`config.mk`:
```
export PLATFORM = sky130hd
export DESIGN_NAME = ex_stage_md
export DESIGN_NICKNAME = d
export VERILOG_FILES = /design/src/rtl/mips_pkg.sv /design/src/rtl/md_unit.sv /design/src/rtl/ex_stage_md.sv
export SDC_FILE = /design/constraint.sdc
export NUM_CORES = 2
export LEC_CHECK = 0
export ABC_AREA = 1
export CAP_MARGIN = 30
export CELL_PAD_IN_SITES_DETAIL_PLACEMENT = 0
export CELL_PAD_IN_SITES_GLOBAL_PLACEMENT = 1
export CORE_UTILIZATION = 42
export CTS_CLUSTER_DIAMETER = 50
export CTS_CLUSTER_SIZE = 30
export DETAILED_ROUTE_END_ITERATION = 16
export MAX_ROUTING_LAYER = met4
export PLACE_DENSITY = 0.88
export SYNTH_ARGS = -nofsm -noshare
export SYNTH_HDL_FRONTEND = slang
export SYNTH_SLANG_ARGS = --single-unit
```
`constraint.sdc`:
```
create_clock -name clk -period 4 [get_ports clk]
set_input_delay 0.8 -clock clk [delete_from_list [all_inputs] [get_ports clk]]
set_output_delay 0.8 -clock clk [all_outputs]
set_load 0.005 [all_outputs]
```
`src/rtl/mips_pkg.sv`:
```
// Shared encodings for the execute stage: ALU opcodes, destination select and
// multiply/divide FSM states.
package mips_pkg;

  typedef enum logic [4:0] {
    OpAdd   = 5'd0,
    OpSub   = 5'd1,
    OpAnd   = 5'd2,
    OpOr    = 5'd3,
    OpXor   = 5'd4,
    OpNor   = 5'd5,
    OpSlt   = 5'd6,
    OpSltu  = 5'd7,
    OpSll   = 5'd8,
    OpSrl   = 5'd9,
    OpSra   = 5'd10,
    OpLui   = 5'd11,
    OpMult  = 5'd12,
    OpMultu = 5'd13,
    OpDiv   = 5'd14,
    OpDivu  = 5'd15,
    OpMfhi  = 5'd16,
    OpMflo  = 5'd17
  } alu_op_e;

  typedef enum logic [1:0] {
    DestRt    = 2'b00,
    DestRd    = 2'b01,
    DestLink  = 2'b10,
    DestRtAlt = 2'b11
  } dest_sel_e;

  typedef enum logic [1:0] {
    MdIdle = 2'd0,
    MdRun  = 2'd1,
    MdDone = 2'd2
  } md_state_e;

  // Bit of the control sideband that carries register_write.
  localparam int unsigned CtrlWeBit = 0;

  function automatic logic is_md_op(input logic [4:0] op);
    return (op == OpMult) || (op == OpMultu) || (op == OpDiv) || (op == OpDivu);
  endfunction

endpackage

```
`src/rtl/md_unit.sv`:
```
// Iterative multiply/divide engine: shift-add multiply and restoring divide on
// operand magnitudes, with sign fix-up applied when HI/LO are written.
module md_unit import mips_pkg::*; #(
  parameter int unsigned XLEN = 32
) (
  input  logic            clk,
  input  logic            rst,
  input  logic            start,
  input  logic [4:0]      op,
  input  logic [XLEN-1:0] a,
  input  logic [XLEN-1:0] b,
  output logic            busy,
  output logic [XLEN-1:0] hi,
  output logic [XLEN-1:0] lo
);

  localparam int unsigned CntW = $clog2(XLEN);

  md_state_e         state;
  logic [CntW-1:0]   cnt;
  logic              is_div, neg_q, neg_r;
  logic [XLEN-1:0]   work_a;   // multiplier, or dividend shifting into quotient
  logic [2*XLEN-1:0] work_b;   // shifting multiplicand, or divisor in low half
  logic [2*XLEN-1:0] acc;      // product, or remainder in low half
  logic [XLEN-1:0]   hi_q, lo_q;

  logic              is_signed, is_div_op, sign_a, sign_b;
  logic [XLEN-1:0]   mag_a, mag_b, quo, rem, res_hi, res_lo;
  logic [XLEN:0]     div_shift, div_diff;
  logic [2*XLEN-1:0] prod;

  always_comb begin
    is_div_op = (op == OpDiv) || (op == OpDivu);
    is_signed = (op == OpMult) || (op == OpDiv);
    sign_a    = is_signed & a[XLEN-1];
    sign_b    = is_signed & b[XLEN-1];
    mag_a     = sign_a ? -a : a;
    mag_b     = sign_b ? -b : b;
    div_shift = {acc[XLEN-1:0], work_a[XLEN-1]};
    div_diff  = div_shift - {1'b0, work_b[XLEN-1:0]};
    prod      = neg_q ? -acc : acc;
    quo       = neg_q ? -work_a : work_a;
    rem       = neg_r ? -acc[XLEN-1:0] : acc[XLEN-1:0];
    res_hi    = is_div ? rem : prod[2*XLEN-1:XLEN];
    res_lo    = is_div ? quo : prod[XLEN-1:0];
  end

  // HI/LO are forwarded during the write cycle so a read issued then sees the new value.
  assign hi = (state == MdDone) ? res_hi : hi_q;
  assign lo = (state == MdDone) ? res_lo : lo_q;

  always_ff @(posedge clk) begin
    if (rst) begin
      state  <= MdIdle;
      cnt    <= '0;
      busy   <= 1'b0;
      is_div <= 1'b0;
      neg_q  <= 1'b0;
      neg_r  <= 1'b0;
      work_a <= '0;
      work_b <= '0;
      acc    <= '0;
      hi_q   <= '0;
      lo_q   <= '0;
    end else begin
      case (state)
        MdRun: begin
          if (is_div) begin
            acc    <= {{XLEN{1'b0}}, div_diff[XLEN] ? div_shift[XLEN-1:0] : div_diff[XLEN-1:0]};
            work_a <= {work_a[XLEN-2:0], ~div_diff[XLEN]};
          end else begin
            if (work_a[0]) acc <= acc + work_b;
            work_b <= work_b << 1;
            work_a <= work_a >> 1;
          end
          if (cnt == '0) begin
            state <= MdDone;
            busy  <= 1'b0;
          end else begin
            cnt <= cnt - CntW'(1);
          end
        end
        default: begin
          if (state == MdDone) begin
            hi_q <= res_hi;
            lo_q <= res_lo;
          end
          state <= MdIdle;
          if (start) begin
            state  <= MdRun;
            busy   <= 1'b1;
            cnt    <= CntW'(XLEN - 1);
            is_div <= is_div_op;
            // Divide by zero keeps the all-ones quotient unsigned.
            neg_q  <= (sign_a ^ sign_b) & ~(is_div_op & (b == '0));
            neg_r  <= sign_a;
            work_a <= is_div_op ? mag_a : mag_b;
            work_b <= {{XLEN{1'b0}}, is_div_op ? mag_b : mag_a};
            acc    <= '0;
          end
        end
      endcase
    end
  end

endmodule

```
`src/rtl/ex_stage_md.sv`:
```
// Execute stage: combinational ALU, branch resolution and a registered EX/MEM
// output stage, with an attached iterative multiply/divide unit.
module ex_stage_md import mips_pkg::*; #(
  parameter int unsigned XLEN    = 32,
  parameter int unsigned RADDR_W = 5,
  parameter int unsigned CTRL_W  = 8
) (
  input  logic               clk,
  input  logic               rst,
  input  logic               in_valid,
  output logic               in_ready,
  input  logic [XLEN-1:0]    rs_data,
  input  logic [XLEN-1:0]    rt_data,
  input  logic [XLEN-1:0]    imm_extend,
  input  logic [XLEN-1:0]    pc4,
  input  logic [4:0]         shamt,
  input  logic [4:0]         alu_op,
  input  logic               alu_src,
  input  logic [1:0]         dest_sel,
  input  logic [RADDR_W-1:0] rt_num,
  input  logic [RADDR_W-1:0] rd_field,
  input  logic               branch,
  input  logic [CTRL_W-1:0]  ctrl_in,
  output logic               out_valid,
  input  logic               out_ready,
  output logic [XLEN-1:0]    out_result,
  output logic [XLEN-1:0]    out_rt_data,
  output logic [RADDR_W-1:0] out_rd_num,
  output logic [CTRL_W-1:0]  ctrl_out,
  output logic               branch_taken,
  output logic [XLEN-1:0]    branch_target,
  output logic               md_busy
);

  logic [XLEN-1:0]    op_b, alu_res, md_hi, md_lo;
  logic [RADDR_W-1:0] dest_num;
  logic [CTRL_W-1:0]  ctrl_next;
  logic               in_fire, md_op;

  // md_busy also covers MFHI/MFLO, which must wait for the running operation.
  assign in_ready = (~out_valid | out_ready) & ~md_busy;
  assign in_fire  = in_valid & in_ready;
  assign md_op    = is_md_op(alu_op);

  always_comb begin
    op_b    = alu_src ? imm_extend : rt_data;
    alu_res = '0;
    case (alu_op)
      OpAdd:   alu_res = rs_data + op_b;
      OpSub:   alu_res = rs_data - op_b;
      OpAnd:   alu_res = rs_data & op_b;
      OpOr:    alu_res = rs_data | op_b;
      OpXor:   alu_res = rs_data ^ op_b;
      OpNor:   alu_res = ~(rs_data | op_b);
      OpSlt:   alu_res[0] = $signed(rs_data) < $signed(op_b);
      OpSltu:  alu_res[0] = rs_data < op_b;
      OpSll:   alu_res = op_b << shamt;
      OpSrl:   alu_res = op_b >> shamt;
      OpSra:   alu_res = $unsigned($signed(op_b) >>> shamt);
      OpLui:   alu_res = op_b << 16;
      OpMfhi:  alu_res = md_hi;
      OpMflo:  alu_res = md_lo;
      default: alu_res = '0;
    endcase

    case (dest_sel)
      DestRd:   dest_num = rd_field;
      DestLink: dest_num = '1;
      default:  dest_num = rt_num;
    endcase

    // MD ops retire through the pipe with no register write; results land in HI/LO.
    ctrl_next = ctrl_in;
    if (md_op) ctrl_next[CtrlWeBit] = 1'b0;
  end

  always_ff @(posedge clk) begin
    if (rst) begin
      out_valid     <= 1'b0;
      out_result    <= '0;
      out_rt_data   <= '0;
      out_rd_num    <= '0;
      ctrl_out      <= '0;
      branch_taken  <= 1'b0;
      branch_target <= '0;
    end else if (in_fire) begin
      out_valid     <= 1'b1;
      out_result    <= alu_res;
      out_rt_data   <= rt_data;
      out_rd_num    <= dest_num;
      ctrl_out      <= ctrl_next;
      branch_taken  <= branch & (rs_data == op_b);
      branch_target <= pc4 + (imm_extend << 2);
    end else if (out_ready) begin
      out_valid <= 1'b0;
    end
  end

  md_unit #(
    .XLEN (XLEN)
  ) u_md_unit (
    .clk   (clk),
    .rst   (rst),
    .start (in_fire & md_op),
    .op    (alu_op),
    .a     (rs_data),
    .b     (op_b),
    .busy  (md_busy),
    .hi    (md_hi),
    .lo    (md_lo)
  );

endmodule
```
==> results.sh <==
export IMPL_rsz0062_at_grt="yes"
export IMPL_cp_slowest_cell="clkdlybuf4s50_1"
export IMPL_numCtsBuffers=55
export IMPL_worst_setup_path_start_kind="input pin"
export IMPL_clk_pin_slew_ns=0.06
export IMPL_die_y_um=306.9
export IMPL_core_area_um2=91940
export IMPL_netlist_area_leader_share_pct=18.28
export IMPL_seq_area_um2=6934
export IMPL_clockBufferDepth=3
export IMPL_cp_cell_sequence="clkdlybuf4s50_1, buf_12, inv_4, buf_4, buf_4, nand2_4, nand2_4, inv_2, ha_1, nand2_1, nor2_1, nand2_1, nand3_1, nand2_1, nand2_1, a21oi_1, o21ai_1, nand4_1, nor2_2, nand2_1, nand2_1, a21oi_1"
export IMPL_timing_rr_end="u_md_unit.acc[62]$_SDFFE_PP0P_"
export IMPL_setup_ws_ns=-0.002893
export IMPL_ys_seq_elements=346
export IMPL_worst_setup_path_type="input pin to flop"
export IMPL_first_iter_violations=6072
export IMPL_holdBufCountCts=0
export IMPL_async_flop_share_pct=0
export IMPL_grt_pass1_vias=48510
export IMPL_cts_tree="yes"
export IMPL_p_int_mw=8.424
export IMPL_synth_area_mux_share_pct=0.02563
export IMPL_die_area_um2=94200
export IMPL_fillers=9811
export IMPL_final_cell_mix="1900 x nand2_1, 772 x nand3_1, 739 x a21oi_1"
export IMPL_p_leak_nw=23.10
export IMPL_die_w_um=306.9
export IMPL_start_util_pct=42.47
export IMPL_synth_adder_area_share_pct=7.722
export IMPL_seqPwrFrac_pct=27.0
export IMPL_grt_antenna_before_repair=6
export IMPL_final_common_cell="nand2_1"
export IMPL_hold_violations=0
export IMPL_synth_avg_cell_area_um2=5.659
export IMPL_dp_hpwl_mm=180.5
export IMPL_power_density_nw_per_um2=276.9
export IMPL_max_freq_ghz=0.2498
export IMPL_critPathMaxStageDelay_ns=0.46
export IMPL_final_core_util_pct=53.37
export IMPL_drcViolationCount=0
export IMPL_cp_end_kind="flop"
export IMPL_via_per_inst=5.847
export IMPL_layout_nets=7963
export IMPL_syn_inst=6901
export IMPL_dpl_cell_count=8746
export IMPL_vdd_drop_max_mv=0.3157
export IMPL_arrival_ns=4.49
export IMPL_pwr_share_comb_pct=34.6
export IMPL_wl_per_cell_um=24.80
export IMPL_p_sw_mw=5.162
export IMPL_layout_min_cycle_time_ns=4.003
export IMPL_crit_path_max_fanout=15
export IMPL_reg2reg_depth=15
export IMPL_syn_cell_area_um2=39050
export IMPL_htreeDepth=2
export IMPL_gp_congestion=1.156
export IMPL_min_path_cells=2
export IMPL_grt_first_pass_wirelength_mm=315.6
export IMPL_numPortBuffers=276
export IMPL_yosysUniqueCellTypes=64
export IMPL_wl_mm=219.6
export IMPL_firstDrtPassIters=8
export IMPL_synth_edf_count=0
export IMPL_ys_flop_type="dfxtp_1"
export IMPL_grt_ovfl_total=0
export IMPL_synth_xor_area_share_pct=2.576
export IMPL_postRouteAntennaNets=0
export IMPL_synth_seq_area_share_pct=17.74
export IMPL_vias=51780
export IMPL_syn_to_final_growth_pct=25.66
export IMPL_synth_nets=7303
export IMPL_grtUsageTotal_pct=46.52
export IMPL_layout_worst_path_cycle_share_pct=100.1
export IMPL_skew_ns=0.03019
export IMPL_synth_top_family_by_area="simple AND/OR/NAND/NOR gates"
export IMPL_boundaryPins=277
export IMPL_critPathRequiredTime_ns=4.49
export IMPL_post_cts_buffers=0
export IMPL_r2r_start="u_md_unit.acc[0]$_SDFFE_PP0P_"
export IMPL_clkSinkCount=346
export IMPL_power_mw=13.59
export IMPL_yosysTopAreaCell="nand2_1"
export IMPL_root_buffer="clkbuf_16"
export IMPL_final_setup_viol_count=1
export IMPL_min_from="out_rd_num[3]$_SDFFE_PP0P_"
export IMPL_rows=111
export IMPL_hold_path_class="flop to flop"
export IMPL_status="finished, violations left"
export IMPL_multi_input_area_um2=28250
export IMPL_hold_end="out_rd_num[3]$_SDFFE_PP0P_"
export IMPL_fin_cells=8856
export IMPL_worst_slew_pin_slew_ns=1.193
export IMPL_ys_warn_count=0
export IMPL_grt_max_degree=178
export IMPL_synth_compound_area_share_pct=21.85
export IMPL_yosys_area_share_simple_pct=40.05
export IMPL_drv_cap=0
export IMPL_clk_latency_ns=0.67
export IMPL_yosys_top_cells_area="nand2_1 18%, dfxtp_1 18%, nand3_1 9.9%, a21oi_1 9.5%, ha_1 7.5%"
export IMPL_reg2reg_slack_ns=0.37
export IMPL_p_sw_share_pct=38.00
export IMPL_violations="negative setup slack"
export IMPL_slew_headroom_pct=20.48
export IMPL_slew_viol_final=0
export IMPL_drive_gt1_share_pct=11.82
export IMPL_critical_path_most_common_cell="nand2_1"
export IMPL_clock_power_share_pct=38.4
-- cells by family after synthesis --
kind of cell,after synthesis
flip-flops,346
multiplexers,1
buffers and inverters,993
adder cells (fa/ha/maj),238
XOR/XNOR,114
AO/OA/AOI/OAI,1543
AND/OR/NAND/NOR,3666
-- how the worst max path moves through the flow --
stage	start	slack, ns	cells past startpoint	endpoint
6_report	alu_src	-0.003	22	out_result[15]$_SDFFE_PP0P_
5_1_grt	alu_src	-0.06	22	out_result[15]$_SDFFE_PP0P_
4_1_cts	alu_src	0.01	21	out_result[16]$_SDFFE_PP0P_
3_5_place_dp	alu_src	-0.69	21	out_result[14]$_SDFFE_PP0P_
3_3_place_gp	alu_src	-0.67	21	out_result[14]$_SDFFE_PP0P_
2_1_floorplan	alu_src	0.64	23	out_result[20]$_SDFFE_PP0P_
-- through the flow --
step / hold WS, ns / setup slack, ns / area, um^2 / TNS (ns)
after floorplan: 0.4315 / 0.6385 / 39050 / 0
after global placement: 0.4501 / -0.6748 / 47080 / -7.582
after detailed placement: 0.4558 / -0.6919 / 47080 / -8.559
after CTS: 0.4648 / 0.01092 / 49040 / 0
after global routing: 0.4799 / -0.06422 / 49070 / -0.1039
final: 0.4620 / -0.002893 / 49070 / -0.002893
-- registers in the layout, summed over array words and instances, names as in the netlist, 32 cells and up --
signal            cells
branch_target        32
out_result           32
out_rt_data          32
u_md_unit.lo_q       32
u_md_unit.hi_q       32
u_md_unit.work_a     32
u_md_unit.acc        64
u_md_unit.work_b     64
-- power by group through the flow --
stage | clock (mW) | sequential [mW] | combinational (mW)
finish | 5.22 | 3.67 | 4.70
global route | 5.39 | 3.67 | 4.98
CTS | 5.23 | 3.66 | 4.54
detailed placement | 0 | 3.73 | 4.52
global placement | 0 | 3.73 | 4.53
floorplan | 0 | 3.70 | 2.30
-- Yosys cell counts, types with 5 or more instances --
| cell type | instances |
|---|---|
| o21ai_1 | 30 |
| a21o_1 | 26 |
| inv_1 | 656 |
| inv_2 | 17 |
| dfxtp_1 | 346 |
| o22ai_1 | 28 |
| a21oi_1 | 740 |
| a21boi_0 | 23 |
| nand2_1 | 1902 |
| clkinv_1 | 8 |
| o2111ai_1 | 7 |
| nor3_1 | 65 |
| nor2_2 | 13 |
| buf_4 | 6 |
| o221ai_1 | 8 |
| buf_2 | 51 |
| nand3b_1 | 16 |
| ha_1 | 233 |
| buf_6 | 13 |
| o211ai_1 | 70 |
| a22oi_1 | 13 |
| a211oi_1 | 10 |
| o21ai_0 | 456 |
| clkbuf_1 | 196 |
| xnor2_1 | 28 |
| nor2_1 | 672 |
| o21ai_2 | 6 |
| xor2_1 | 85 |
| nand3_1 | 772 |
| buf_1 | 42 |
| nor4_1 | 15 |
| nand4_1 | 94 |
| or2_2 | 38 |
| a31oi_1 | 23 |
| fa_1 | 5 |
| nand2_4 | 11 |
| nor2_4 | 11 |
| o21a_1 | 20 |
| o21bai_1 | 52 |
| a221oi_1 | 21 |
| nand2_2 | 34 |
-- worst max-delay path: cells and delay by family --
family                   cells  cell delay [ns]
AO/OA/AOI/OAI                3             0.37
adder cells (fa/ha/maj)      1             0.44
buffers and inverters        6             1.12
AND/OR/NAND/NOR             12             1.75
-- area by class of cell --
cell class	count	share of cell area (%)
Sequential cell	346	14.13
Tap cell	1243	3.170
Clock inverter	41	1.086
Timing Repair Buffer	911	15.85
Antenna cell	6	0.03060
Inverter	685	5.260
Multi-Input combinational cell	5562	57.57
Clock buffer	62	2.899
-- layer usage --
metal | global-route usage [%] | vias up | wire (um)
met5 | - | - | 0
met4 | 42.09 | 0 | 24050
met3 | 9.318 | 882 | 19270
met2 | 71.08 | 2821 | 95190
met1 | 51.21 | 23770 | 81120
li1 | - | 24310 | -
-- timing repair --
| action | 4_1_cts | 5_1_grt |
|---|---|---|
| gates resized for setup | 1 | 8 |
| pin swaps | 0 | 0 |
| endpoints found under the setup margin | 1 | 5 |
| hold endpoints to repair | 0 | 0 |
No activity file was read; power rests on OpenSTA's default activity.
